`src/rtl/mwrite_if.sv`:
```
// MMU store-request bus between the memory-write stage (master) and the MMU (slave).
// The master issues a word-aligned, byte-strobed write and holds it until wdone.
interface mwrite_if;
    logic        wren;
    logic [31:0] waddr;
    logic [3:0]  wstrb;
    logic [31:0] wdata;
    logic        wdone;

    modport master (output wren, waddr, wstrb, wdata, input wdone);
    modport slave  (input wren, waddr, wstrb, wdata, output wdone);
endinterface

```
`src/rtl/mwrite.sv`:
```
// Memory-write pipeline stage. Latches the memory-read commit bundle, issues
// aligned stores to the MMU, stalls upstream until each store completes (or
// times out), and forwards the committed bundle to writeback.
// Optional build macro MWRITE_MISALIGN_CHECK_EN: stores whose shifted strobe
// spills past byte 3 are rejected with a one-cycle bus error instead of issued.
module mwrite #(
    parameter int TIMEOUT = 255
) (
    input  logic        CLK,
    input  logic        RST,
    input  logic        FLUSH,
    input  logic        MEM_WAIT,
    input  logic [4:0]  MEMR_REG_W_RD,
    input  logic [31:0] MEMR_REG_W_DATA,
    input  logic        MEMR_CSR_W_EN,
    input  logic [11:0] MEMR_CSR_W_ADDR,
    input  logic [31:0] MEMR_CSR_W_DATA,
    input  logic        MEMR_MEM_W_EN,
    input  logic [3:0]  MEMR_MEM_W_STRB,
    input  logic [31:0] MEMR_MEM_W_ADDR,
    input  logic [31:0] MEMR_MEM_W_DATA,
    input  logic        MEMR_JMP_DO,
    input  logic [31:0] MEMR_JMP_PC,
    mwrite_if.master    data,
    output logic        MEMW_WAIT,
    output logic        MEMW_BUS_ERR,
    output logic [4:0]  MEMW_REG_W_RD,
    output logic [31:0] MEMW_REG_W_DATA,
    output logic        MEMW_CSR_W_EN,
    output logic [11:0] MEMW_CSR_W_ADDR,
    output logic [31:0] MEMW_CSR_W_DATA,
    output logic        MEMW_JMP_DO,
    output logic [31:0] MEMW_JMP_PC
);

    typedef enum logic {IDLE, BUSY} state_t;

    typedef struct packed {
        logic [4:0]  reg_rd;
        logic [31:0] reg_data;
        logic        csr_en;
        logic [11:0] csr_addr;
        logic [31:0] csr_data;
        logic        jmp_do;
        logic [31:0] jmp_pc;
    } bundle_t;

    localparam logic [7:0] TIMEOUT_CNT = 8'(TIMEOUT);

    state_t      state;
    bundle_t     stage;
    bundle_t     bundle_in;
    bundle_t     wb_out;
    logic [7:0]  cnt;
    logic [7:0]  cnt_next;
    logic        bus_err;
    logic [3:0]  strb_shift;
    logic        misalign;
    logic [31:0] wdata_shift;

    assign bundle_in = '{
        reg_rd:   MEMR_REG_W_RD,
        reg_data: MEMR_REG_W_DATA,
        csr_en:   MEMR_CSR_W_EN,
        csr_addr: MEMR_CSR_W_ADDR,
        csr_data: MEMR_CSR_W_DATA,
        jmp_do:   MEMR_JMP_DO,
        jmp_pc:   MEMR_JMP_PC
    };

`ifdef MWRITE_MISALIGN_CHECK_EN
    logic [7:0] strb_wide;
    assign strb_wide  = {4'b0000, MEMR_MEM_W_STRB} << MEMR_MEM_W_ADDR[1:0];
    assign strb_shift = strb_wide[3:0];
    assign misalign   = |strb_wide[7:4];
`else
    // Without the check, bytes shifted past lane 3 are simply dropped.
    assign strb_shift = MEMR_MEM_W_STRB << MEMR_MEM_W_ADDR[1:0];
    assign misalign   = 1'b0;
`endif

    assign wdata_shift = MEMR_MEM_W_DATA << {MEMR_MEM_W_ADDR[1:0], 3'b000};
    assign cnt_next    = cnt + 8'd1;

    // Stage registers, MMU request registers, timeout counter and IDLE/BUSY FSM.
    always_ff @(posedge CLK or posedge RST) begin
        if (RST) begin
            state      <= IDLE;
            stage      <= '0;
            cnt        <= '0;
            bus_err    <= 1'b0;
            data.wren  <= 1'b0;
            data.waddr <= '0;
            data.wstrb <= '0;
            data.wdata <= '0;
        end else begin
            // NOTE: sequential state uses non-blocking assignments so every
            // register samples pre-edge values regardless of statement order.
            bus_err <= 1'b0;
            case (state)
                IDLE: begin
                    if (FLUSH || MEM_WAIT) begin
                        // A held upstream bundle becomes a bubble so it commits once.
                        stage <= '0;
                    end else begin
                        stage <= bundle_in;
                        if (MEMR_MEM_W_EN) begin
                            if (misalign) begin
                                bus_err <= 1'b1;
                            end else begin
                                state      <= BUSY;
                                cnt        <= '0;
                                data.wren  <= 1'b1;
                                data.waddr <= {MEMR_MEM_W_ADDR[31:2], 2'b00};
                                data.wstrb <= strb_shift;
                                data.wdata <= wdata_shift;
                            end
                        end
                    end
                end
                BUSY: begin
                    // FLUSH is ignored here: the store in flight predates the flush source.
                    if (data.wdone) begin
                        state      <= IDLE;
                        data.wren  <= 1'b0;
                        data.waddr <= '0;
                        data.wstrb <= '0;
                        data.wdata <= '0;
                    end else if ((TIMEOUT != 0) && (cnt_next == TIMEOUT_CNT)) begin
                        state      <= IDLE;
                        bus_err    <= 1'b1;
                        data.wren  <= 1'b0;
                        data.waddr <= '0;
                        data.wstrb <= '0;
                        data.wdata <= '0;
                    end else begin
                        cnt <= cnt_next;
                    end
                end
                default: state <= IDLE;
            endcase
        end
    end

    // Writeback outputs are muted while a store is in flight so nothing commits early.
    always_comb begin
        // NOTE: the default assignment first keeps this block free of inferred latches.
        wb_out = stage;
        if (state == BUSY) begin
            wb_out = '0;
        end
    end

    assign MEMW_WAIT       = (state == BUSY);
    assign MEMW_BUS_ERR    = bus_err;
    assign MEMW_REG_W_RD   = wb_out.reg_rd;
    assign MEMW_REG_W_DATA = wb_out.reg_data;
    assign MEMW_CSR_W_EN   = wb_out.csr_en;
    assign MEMW_CSR_W_ADDR = wb_out.csr_addr;
    assign MEMW_CSR_W_DATA = wb_out.csr_data;
    assign MEMW_JMP_DO     = wb_out.jmp_do;
    assign MEMW_JMP_PC     = wb_out.jmp_pc;

endmodule

```
`src/flat_wrapper.sv`:
```
// flat-port wrapper written by rule: the top's interface ports become plain ports
module mwrite_flat 
#(
    parameter int TIMEOUT = 255
)
  (CLK, RST, FLUSH, MEM_WAIT, MEMR_REG_W_RD, MEMR_REG_W_DATA, MEMR_CSR_W_EN, MEMR_CSR_W_ADDR, MEMR_CSR_W_DATA, MEMR_MEM_W_EN, MEMR_MEM_W_STRB, MEMR_MEM_W_ADDR, MEMR_MEM_W_DATA, MEMR_JMP_DO, MEMR_JMP_PC, MEMW_WAIT, MEMW_BUS_ERR, MEMW_REG_W_RD, MEMW_REG_W_DATA, MEMW_CSR_W_EN, MEMW_CSR_W_ADDR, MEMW_CSR_W_DATA, MEMW_JMP_DO, MEMW_JMP_PC, data_wren, data_waddr, data_wstrb, data_wdata, data_wdone);
  mwrite_if data_i ();
  input  logic CLK;
  input  logic RST;
  input  logic FLUSH;
  input  logic MEM_WAIT;
  input  logic [4:0] MEMR_REG_W_RD;
  input  logic [31:0] MEMR_REG_W_DATA;
  input  logic MEMR_CSR_W_EN;
  input  logic [11:0] MEMR_CSR_W_ADDR;
  input  logic [31:0] MEMR_CSR_W_DATA;
  input  logic MEMR_MEM_W_EN;
  input  logic [3:0] MEMR_MEM_W_STRB;
  input  logic [31:0] MEMR_MEM_W_ADDR;
  input  logic [31:0] MEMR_MEM_W_DATA;
  input  logic MEMR_JMP_DO;
  input  logic [31:0] MEMR_JMP_PC;
  output logic MEMW_WAIT;
  output logic MEMW_BUS_ERR;
  output logic [4:0] MEMW_REG_W_RD;
  output logic [31:0] MEMW_REG_W_DATA;
  output logic MEMW_CSR_W_EN;
  output logic [11:0] MEMW_CSR_W_ADDR;
  output logic [31:0] MEMW_CSR_W_DATA;
  output logic MEMW_JMP_DO;
  output logic [31:0] MEMW_JMP_PC;
  output wire logic [$bits(data_i.wren)-1:0] data_wren;
  output wire logic [$bits(data_i.waddr)-1:0] data_waddr;
  output wire logic [$bits(data_i.wstrb)-1:0] data_wstrb;
  output wire logic [$bits(data_i.wdata)-1:0] data_wdata;
  input wire logic [$bits(data_i.wdone)-1:0] data_wdone;
  assign data_wren = data_i.wren;
  assign data_waddr = data_i.waddr;
  assign data_wstrb = data_i.wstrb;
  assign data_wdata = data_i.wdata;
  assign data_i.wdone = data_wdone;
  mwrite #(.TIMEOUT(TIMEOUT)) u_core (.CLK(CLK), .RST(RST), .FLUSH(FLUSH), .MEM_WAIT(MEM_WAIT), .MEMR_REG_W_RD(MEMR_REG_W_RD), .MEMR_REG_W_DATA(MEMR_REG_W_DATA), .MEMR_CSR_W_EN(MEMR_CSR_W_EN), .MEMR_CSR_W_ADDR(MEMR_CSR_W_ADDR), .MEMR_CSR_W_DATA(MEMR_CSR_W_DATA), .MEMR_MEM_W_EN(MEMR_MEM_W_EN), .MEMR_MEM_W_STRB(MEMR_MEM_W_STRB), .MEMR_MEM_W_ADDR(MEMR_MEM_W_ADDR), .MEMR_MEM_W_DATA(MEMR_MEM_W_DATA), .MEMR_JMP_DO(MEMR_JMP_DO), .MEMR_JMP_PC(MEMR_JMP_PC), .data(data_i), .MEMW_WAIT(MEMW_WAIT), .MEMW_BUS_ERR(MEMW_BUS_ERR), .MEMW_REG_W_RD(MEMW_REG_W_RD), .MEMW_REG_W_DATA(MEMW_REG_W_DATA), .MEMW_CSR_W_EN(MEMW_CSR_W_EN), .MEMW_CSR_W_ADDR(MEMW_CSR_W_ADDR), .MEMW_CSR_W_DATA(MEMW_CSR_W_DATA), .MEMW_JMP_DO(MEMW_JMP_DO), .MEMW_JMP_PC(MEMW_JMP_PC));
endmodule
```
`config.mk`:
```
export PLATFORM = sky130hd
export DESIGN_NAME = mwrite_flat
export DESIGN_NICKNAME = d
export VERILOG_FILES = /design/src/rtl/mwrite_if.sv /design/src/rtl/mwrite.sv /design/src/flat_wrapper.sv
export SDC_FILE = /design/constraint.sdc
export NUM_CORES = 1
export LEC_CHECK = 0
export CAP_MARGIN = 10
export CELL_PAD_IN_SITES_DETAIL_PLACEMENT = 1
export CELL_PAD_IN_SITES_GLOBAL_PLACEMENT = 1
export CORE_UTILIZATION = 32
export DETAILED_ROUTE_END_ITERATION = 10
export GPL_ROUTABILITY_DRIVEN = 0
export PLACE_DENSITY = 0.92
export SYNTH_ARGS = -nofsm -noshare
export SYNTH_HDL_FRONTEND = slang
export SYNTH_SLANG_ARGS = --single-unit
```
`constraint.sdc`:
```
create_clock -name CLK -period 8 [get_ports CLK]
set_input_delay 1.6 -clock CLK [delete_from_list [all_inputs] [get_ports CLK]]
set_output_delay 1.6 -clock CLK [all_outputs]
set_load 0.05 [all_outputs]
```
### Word-level counts from Yosys, hierarchy flattened

Index checks and enable logic that the tools add are counted.
W data, S select, Z words.

* add/sub/neg operators: 1
* equal/unequal tests: 6
* shift-type cells: 2
* multiplexer cells: 33
* bitwise gates (word level): 1
* reductions and logical operators: 3

Operators with widths (number)
* $mux W115: 2
* $mux W32: 6
* $pmux W32 S2: 2
* $mux W8: 4
* $shl A32 B5 Y32: 1
* $mux W4: 4
* $pmux W8 S2: 1
* $mux W1: 10
* $add A8 B1 Y8 const B: 1
* $eq A8 B8 Y1 const B: 1
* $ne A2 B2 Y1 const B: 4
* $pmux W4 S2: 1
* $pmux W1 S2: 3
* $reduce_and A4 Y1: 1
* $shl A4 B2 Y4: 1
* $ne A3 B3 Y1 const B: 1
* $reduce_and A3 Y1: 1
* $logic_or A1 B1 Y1: 1
* $not A1 Y1: 1

* flip-flop bits (word level): 194
* input port bits: 189

### Depth between registers and ports, before layout

Gate-level depths: netlist of run 1.

* depth after elaboration: 5
* depth in mapped cells: 7
* mapped depth without buffers: 6

### Worst setup path after synthesis of run 1

OpenSTA, ideal clock, no wires.

* path kind: register to output
* start point: reg u_core.state (netlist: u_core.MEMW_WAIT)
* end point: out MEMW_CSR_W_ADDR[0]
* arrival time: 1940 ps
* data required time: 6400 ps
* slack: 4460 ps
* cell stages (with the launch flop): 5
* path through: dfrtp_1 > clkbuf_1 > clkbuf_1 > clkbuf_1 > nor2b_1

* cells in the longest elaborated chain, start to end: 1

RTL lines
* start, declared: line mwrite.sv:50 `state_t state;`
* start signal, assigned: line mwrite.sv:88 `state <= IDLE;`
* start signal, assigned: line mwrite.sv:111 `state <= BUSY;`
* start signal, assigned: line mwrite.sv:124 `state <= IDLE;`
* $mux W115: line mwrite.sv:149 `if (state == BUSY) begin`
* end, declared: line flat_wrapper.sv:28 `output logic [11:0] MEMW_CSR_W_ADDR;`

No other way between the ends.

### Final worst setup path of run 1

* start point: reg u_core.state (netlist: u_core.MEMW_WAIT)
* end point: out MEMW_JMP_PC[17]

* cells in the longest elaborated chain, start to end: 1

RTL lines
* $mux W115: line mwrite.sv:149
* end, declared: line flat_wrapper.sv:31 `output logic [31:0] MEMW_JMP_PC;`

No other way between the ends.

==> results by stage, run 1 <==
Worst setup path:
- The most critical setup path has its startpoint at u_core.MEMW_WAIT.
- The data required time of the worst path is 6400 ps.
- The nature of the critical path endpoint is an output pin.
- The beginning of the worst register-to-register path is u_core.cnt[0].
- The worst-case reg-to-reg path depth is 7.
- The category of the most critical setup path is reg -> out.
- The worst setup path is launched from a flop.
- The critical path endpoint is MEMW_JMP_PC[17].
- The largest fanout on the critical path is approximately 140.
- Traced cell by cell, the critical path runs through buf_12 -> nor2b_1 -> clkdlybuf4s50_1.
- The maximum cell stage delay along the critical path is 1080 ps.
- The setup slack of the most critical reg-to-reg path is between 4000 and 5000 ps.
- The library cell contributing the largest single delay on the critical path is sky130_fd_sc_hd__dfrtp_4.
- In this run the critical register-to-register path is captured at u_core.data.wdata[11].
- The arrival time at the worst endpoint is approximately 3000 ps.

Placed design:
- The cell count after placement is 1468.
- The count of input and output buffers is around 370.
- Detailed placement finished with a half-perimeter wire length of approximately 22 mm.

STA:
- In this run the tightest slew margin relative to its limit is 0.304.
- The timing-limited maximum frequency is around 220 MHz.
- The count of endpoints failing hold in the final timing report is 0.
- The setup TNS is 0 ps.
- Setup violations remaining at the end of the flow were counted as 0.
- The final worst-path cycle share is 0.574.
- Setup repair after global routing left no endpoint under its margin.
- The time the final worst path needs with I/O delays and setup is roughly 4600 ps.
- Across the routed clock network, the largest skew measured is 20.0 ps.
- The worst slack on hold paths is ~500 ps.
- The number of max-slew violations in the final report is 0.
- The transition at the pin with the smallest max-transition slack is 1040 ps.

Synthesis:
- Of all cell types, the one taking the most synthesized area is sky130_fd_sc_hd__dfrtp_1.
- In this run, distinct cell masters in the synthesized netlist total 37.
- The sequential element share of the synthesized area is 0.552.
- The number of warnings reported in the yosys synthesis log is 0.
- After technology mapping, the gate count stands at between 800 and 900.
- After synthesis the cells add up to between 8000 and 9000 um2.
- By area the synthesized netlist is led by sky130_fd_sc_hd__dfrtp_1 (55%), sky130_fd_sc_hd__a22o_1 (12%), sky130_fd_sc_hd__nor2b_1 (9.1%), sky130_fd_sc_hd__a22oi_1 (4.1%), sky130_fd_sc_hd__o21ai_0 (3.5%).
- In this run, synthesis produced a sequential element count of between 150 and 200.
- The share of synthesized area in the top cell type comes to 0.552.
- The synthesized area per cell is 10.7 um2.

Routing:
- In the routed layout, each cell is associated on average with a via count of around 5.2.
- The total iterations of the first detailed-routing run is 5.
- Once detail routing completed, the nets flagged for antenna violations numbered 0.
- The DRC violation count after routing is 0.
- After detailed routing, the average wire length per cell comes to 20.0 um.
- Detailed routing inserted a total of roughly 7800 vias.
- For this block, the initial DRC count from the detailed router was around 520.
- Summed over all layers, the routed wires come to 30.0 mm.

GRT:
- The global-route wire length before repair is 47.5 mm.
- The global route total overflow is 0.
- The initial antenna violation count was 3.
- The number of global-route vias before repair was approximately 8200.
- The global-route usage over all layers is 0.217.
- The maximum number of pins on one net before global-route repair is 139.

Clock network:
- The clock latency of the later-clocked register in the worst-skew pair is 430 ps.
- The H-tree level count is 4.
- Counting along the longest clock path gives a buffer depth of 2.
- Counting every sink on the clock net gives between 150 and 200.
- Once the clock tree was built, the resizer swapped 0 gates to a different size.
- In this run the post-CTS setup repair buffer count came out at 0.
- The root buffer cell is sky130_fd_sc_hd__clkbuf_16.
- Clock-pin slew was measured on the worst setup and hold paths at around 70 ps.
- The clock tree from TritonCTS is built.
- The CTS buffer count is 17.
- After clock tree synthesis, the flow added hold-fix buffers numbering 0.

Floorplan:
- 375 I/O pins were placed.
- The standard-cell row count is 60.
- The region available for standard cell placement spans roughly 27000 um2.
- The die is between 150 and 200 um wide.
- The initial utilization of the core area, before any placement, comes to 0.325.
- The die height is approximately 170 um.
- The floorplan step defined a die boundary enclosing 27900 um2.

Min path:
- The startpoint of the lowest-slack hold path is u_core.stage[21].
- The tightest min-delay check is of the reg -> reg type.

Power and ir drop:
- The total power density per cell area is 215 nW/um2.
- The worst-case IR drop observed on VDD is ~110 uV.
- Summed over all cells, the static leakage comes to 0.00568 uW.

Job:
- The max capacitance violation total is 0.

Cells and area:
- At the end of the flow, the number of nets in the layout was ~1300.
- From synthesis to final layout, the design area changed by 52.4%.
- The non-filler instance count after layout is between 1500 and 2000.
- The layout has just under 3000 filler cells.
- Of the cells placed in the final design, the portion with a size suffix greater than 1 is 0.0414.

Status:
- The flow ran to the end, and the final reports show no timing, DRC or antenna violations.
-- logic make-up (layout without fill, tap and decap cells) --
| group | Yosys count | count (layout) | synth area share |
|---|---|---|---|
| and+or+nand+nor | 174 | 174 | 0.116 |
| xor gates and xnor gates | 2 | 2 | 0.00201 |
| adders and majority gates | 2 | 2 | 0.00287 |
| muxes | 20 | 20 | 0.0230 |
| buffers and inverters | 138 | 482 | 0.0619 |
| AOI/OAI and AO/OA | 285 | 285 | 0.242 |
| DFF | 192 | 192 | 0.552 |
| other | 1 | 5 | 0.000431 |
-- metrics by stage --
step	setup WS, ps	util	power [uW]	instance area, um2
floorplan	1170	-	1670	8710
global placement	3900	0.474	2010	12700
detailed placement	3870	0.474	2040	12700
CTS	3390	0.495	2900	13300
global route	3250	0.495	2980	13300
finish	3410	0.495	2860	13300
-- layer usage --
layer  track usage  vias to the layer above  share of wire
met3        0.0375                       56          0.042
met4        0.0982                        0          0.038
met2         0.375                      244           0.51
li1              -                     3543              -
met5             0                        -              0
met1         0.264                     3911           0.41
-- cell usage in the layout, fill, tap and decap left out, types with 4 or more instances in the layout --
master                            count
sky130_fd_sc_hd__o21ai_0             61
sky130_fd_sc_hd__a21oi_1             10
sky130_fd_sc_hd__o21ai_1             12
sky130_fd_sc_hd__a22o_1             115
sky130_fd_sc_hd__nand2_1             24
sky130_fd_sc_hd__dfrtp_1            191
sky130_fd_sc_hd__buf_4                8
sky130_fd_sc_hd__clkdlybuf4s50_1    372
sky130_fd_sc_hd__mux2i_1             20
sky130_fd_sc_hd__a22oi_1             48
sky130_fd_sc_hd__nand3_1              5
sky130_fd_sc_hd__nor2_1               5
sky130_fd_sc_hd__clkbuf_16           17
sky130_fd_sc_hd__inv_6                4
sky130_fd_sc_hd__a211oi_1            18
sky130_fd_sc_hd__o221ai_1             9
sky130_fd_sc_hd__inv_1               68
sky130_fd_sc_hd__nor2b_1            126
sky130_fd_sc_hd__inv_8                4
-- worst max-delay path, delay by kind of cell (launching register included) --
family | cells | cell delay, ps
AND/OR/NAND/NOR | 1 | 140
flip-flops | 1 | 1080
buffers and inverters | 2 | 1230
-- power by group --
group          total [uW]  leakage (uW)  switching (uW)  internal, uW
combinational         867       0.00283             541           326
clock                 842      0.000273             426           417
sequential           1150       0.00257            87.3          1060
total                2860       0.00568            1050          1810
-- flip-flops by register name (all words and copies together) (netlist names) --
signal,count
u_core.cnt,8
u_core.MEMW_WAIT,1
u_core.stage,115
u_core.data.wren,1
u_core.MEMW_BUS_ERR,1
u_core.data.wstrb,4
u_core.data.wdata,32
u_core.data.waddr,30
-- cells in the mapped netlist, drive strengths merged --
library cell / number
o41ai: 1
conb: 1
nor2b: 126
dfrtp: 192
mux2i: 20
o221ai: 9
a22o: 115
o21bai: 1
o21ai: 74
nand3: 5
inv: 69
xor2: 1
o211ai: 3
or3: 3
nor2: 5
o2111ai: 1
nand4: 2
xnor2: 1
nor4b: 1
buf: 16
a211oi: 18
ha: 2
o311ai: 2
nor3: 3
a22oi: 48
nand2b: 2
or4b: 1
a2111oi: 1
nand2: 24
a21oi: 11
and3: 2
a211o: 1
clkbuf: 53
-- area by class of cell --
type	instances	area, um2	share of cell area
Antenna cell	3	7.51	0.000565
Clock buffer	18	429	0.0323
Clock inverter	14	143	0.0107
Inverter	69	267	0.0201
Multi-Input combinational cell	485	3390	0.255
Sequential cell	192	4810	0.362
Tap cell	341	427	0.0321
Timing Repair Buffer	381	3800	0.286
-- worst min-delay path by stage --
stage | endpoint | slack [ps] | cells after the start
after floorplan | u_core.stage[110] | 470 | 1
after global placement | u_core.stage[110] | 480 | 1
after global routing | u_core.stage[111] | 520 | 1
after detailed placement | u_core.stage[104] | 490 | 1
after CTS | u_core.stage[91] | 510 | 1
final | u_core.stage[21] | 500 | 1
Power figures use the tool's default switching activity.
==> inputs of run 2 (changes only) <==
Settings changed: CORE_UTILIZATION 32 to 29, PLACE_DENSITY 0.92 to 0.89.
Clock period 8 ns to 3.7 ns, I/O delays scaled along.
==> results by stage, run 2 (synthesis gave the netlist of run 1 again) <==
Cells and area:
- The library cells used most frequently in the layout, excluding fill and tap cells, are sky130_fd_sc_hd__clkdlybuf4s50_1 (372), sky130_fd_sc_hd__dfrtp_1 (191), sky130_fd_sc_hd__nor2b_1 (126).
- The leading cell type in the layout, fill and taps excluded is sky130_fd_sc_hd__clkdlybuf4s50_1.
- The register with the most flip-flops in the final layout is u_core.stage.
- The area growth from synthesis to layout is 55.0%.
- The number of nets in the layout is 1348 (+0.82%).
- The flip-flop count of the largest register, all copies and words added is 115 (unchanged).
- The number of antenna repair diodes is 0 (-3).
- The post-layout instance area is 13500 um2 (+1.7%).
- The total of fill cells in the finished design is 3249 (+11%).
- The fraction of layout instances using a drive strength above 1 came to 0.0513 (+0.00987).
- The largest registers in the layout are u_core.stage (115), u_core.data.wdata (32), u_core.data.waddr (30).
- The non-filler instance count after layout is 1560 (+3.8%).

Power and ir drop:
- The worst vdd rail ir drop was 317 uV (+180%).
- The total power of the final layout is 6350 uW (+120%).
- The leakage power is 0.00577 uW (+1.5%).
- The portion of total power attributed to combinational logic came to 0.304 (about the same).
- The net switching power is 2300 uW (+120%).
- The sequential share of power is 0.391 (-0.012).
- The internal cell power came to 4040 uW (+120%).
- The portion of total power attributed to the clock network is 0.306 (+0.012).
- The total power density per cell area was 470 nW/um2 (+120%).
- The switching share of power is 0.363 (-0.00557).

GRT:
- The global route total overflow was 0 (unchanged).
- The global-route wire length before repair is 48.7 mm (+2.7%).
- The global-route usage over all layers was 0.208 (-0.00932).
- The initial antenna violation count is 0 (-3).
- The number of global-route vias before repair is 8299 (+0.99%).
- The maximum number of pins on one net before global-route repair is 116 (-17%).

Clock network:
- The TritonCTS sink count is 192 (unchanged).
- The CTS buffer count came to 17 (unchanged).
- The clock transition at the register clock pins on the worst setup and hold paths after CTS was 80 ps (about the same).
- The number of buffers on the longest clock path came to 2 (unchanged).
- TritonCTS built the clock tree.
- The tree is rooted in a sky130_fd_sc_hd__clkbuf_16.
- The H-tree level count is 4 (unchanged).
- The post-CTS setup-driven buffer insertion count is 0 (unchanged).
- The number of hold-repair buffers added at the cts stage is 0 (unchanged).
- The number of cells upsized or downsized after cts is 0 (unchanged).
- The clock latency of the later-clocked register in the worst-skew pair is 460 ps (+30 ps).

Worst setup path:
- The arrival time at the worst endpoint is 2450 ps (-540 ps).
- The largest fanout on the critical path is 48 (-65%).
- The capture instance of the worst register-to-register path is u_core.data.wdata[15].
- The startpoint identified for the worst register-to-register timing path is u_core.cnt[0].
- The buffering stage count on the worst path with inverters included is 2 (unchanged).
- The nature of the critical path endpoint is an output pin.
- The data required time of the worst path came to 2960 ps (-3440 ps).
- STA classifies the critical path startpoint as a flop.
- The category of the most critical setup path is reg -> out.
- The maximum cell stage delay along the critical path is 840 ps (-240 ps).
- The cell family contributing the most delay on the critical path is buffers and inverters.
- On the critical path, the stage with the largest delay is an instance of sky130_fd_sc_hd__clkdlybuf4s50_1.
- The setup slack of the most critical reg-to-reg path came to 860 ps (-4110 ps).
- The worst-case reg-to-reg path depth was 7 (unchanged).
- The signal on the critical path passes through buf_4 -> nor2b_1 -> clkdlybuf4s50_1.

Floorplan:
- The area inside the core boundary is 29600 um2 (+10%).
- The starting utilization of the core area came to 0.295 (-0.0303).
- The width of the chip was 175 um (+5.0%).
- The die height is 175 um (+5.0%).
- The floorplan die area came to 30700 um2 (+10%).
- The standard-cell row count is 63 (+5.0%).
- The boundary pin count is 375 (unchanged).

Min path:
- The worst min-delay path class is reg -> reg.
- The terminating pin of the worst hold path is u_core.stage[80].
- The worst hold path stage count is 1 (unchanged).
- The startpoint of the lowest-slack hold path is u_core.stage[80].

Placed design:
- The sum of net half-perimeters after detailed placement came to 23.1 mm (+7.2%).
- The area of placed instances is 12900 um2 (+1.6%).
- The cell count after placement is 1528 (+4.1%).
- The count of input and output buffers came to 372 (unchanged).

STA:
- Based on the critical path, the design can be clocked at up to around 310 MHz.
- The worst slack on hold paths was 505 ps (+0.352 ps).
- The relative slew slack was 0.435 (+0.131).
- The number of max-slew violations in the final report is 0 (unchanged).
- The count of endpoints failing hold in the final timing report came to 0 (unchanged).
- The transition at the pin with the smallest max-transition slack is 846 ps (-199 ps).
- Of the available clock period, the critical path in the final layout requires 0.861.
- The smallest clock period supported by the final layout is computed as 3190 ps.
- The setup TNS is 0 ps (unchanged).
- Setup repair after global routing left no endpoint under its margin.
- The count of endpoints failing setup in the final report was 0 (unchanged).
- The final setup skew was 18.0 ps (-2.01 ps).

Routing:
- The total wire length is 31.7 mm (+5.6%).
- The residual antenna-violating net count after detailed routing was 0 (unchanged).
- The total iterations of the first detailed-routing run came to 4 (-1).
- The detail-routed via count per cell was 4.95 (-4.1%).
- The detailed-route wire length per cell is 20.3 um (+1.7%).
- The number of vias in the routed layout is 7719 (-0.45%).
- The DRC violation count after routing is 0 (unchanged).
- The count of routing violations after the opening detailed-route iteration is 423 (-19%).

Job:
- The max capacitance violation total is 0 (unchanged).

Status:
- The run finished with clean final reports.
-- run 2: changes by cell type in the layout (fill, tap and decap cells not counted), moves of 2 or more --
cell                        before  now
sky130_fd_sc_hd__buf_4           8   14
sky130_fd_sc_hd__diode_2         3    0
sky130_fd_sc_hd__bufinv_16       0    2
sky130_fd_sc_hd__inv_8           4    2
sky130_fd_sc_hd__inv_6           4    6
sky130_fd_sc_hd__clkinv_8        2    0
sky130_fd_sc_hd__buf_12          1    6
-- run 2: routing by layer --
| layer | vias to the layer above | share of wire | track usage |
|---|---|---|---|
| met5 | - | 0 | 0 |
| met4 | 0 | 0.042 | 0.0993 |
| met3 | 68 | 0.046 | 0.0470 |
| met2 | 220 | 0.51 | 0.353 |
| met1 | 3866 | 0.41 | 0.248 |
| li1 | 3565 | - | - |
-- run 2: through the flow --
step / setup WS (ps) / util
6_report: 514 / 0.457
5_1_grt: 430 / 0.457
4_1_cts: 497 / 0.457
3_5_place_dp: 852 / 0.436
3_3_place_gp: 920 / 0.436
2_1_floorplan: 484 / -
-- run 2: how the worst max path moves through the flow --
stage | slack (ps) | cells after the start | start | endpoint
after floorplan | 480 | 1 | RST | u_core.MEMW_BUS_ERR
after global placement | 920 | 5 | MEMR_MEM_W_EN | u_core.MEMW_WAIT
after detailed placement | 850 | 6 | MEM_WAIT | u_core.cnt[5]
after CTS | 500 | 3 | u_core.MEMW_WAIT | MEMW_JMP_PC[19]
after global routing | 430 | 3 | u_core.MEMW_WAIT | MEMW_JMP_PC[19]
final | 510 | 3 | u_core.MEMW_WAIT | MEMW_JMP_PC[19]
-- run 2: final cells by class --
class | count | area, um2 | area share
Clock buffer | 17 | 425 | 0.0315
Clock inverter | 15 | 173 | 0.0128
Inverter | 69 | 263 | 0.0195
Multi-Input combinational cell | 485 | 3390 | 0.251
Sequential cell | 192 | 4810 | 0.356
Tap cell | 390 | 488 | 0.0362
Timing Repair Buffer | 392 | 3950 | 0.293
-- run 2: power groups by stage --
stage | clock (uW) | sequential, uW | combinational, uW
finish | 1940 | 2480 | 1930
floorplan | 0 | 2890 | 734
global placement | 0 | 2490 | 1890
global route | 2060 | 2510 | 2030
detailed placement | 0 | 2510 | 1930
CTS | 1990 | 2480 | 1940
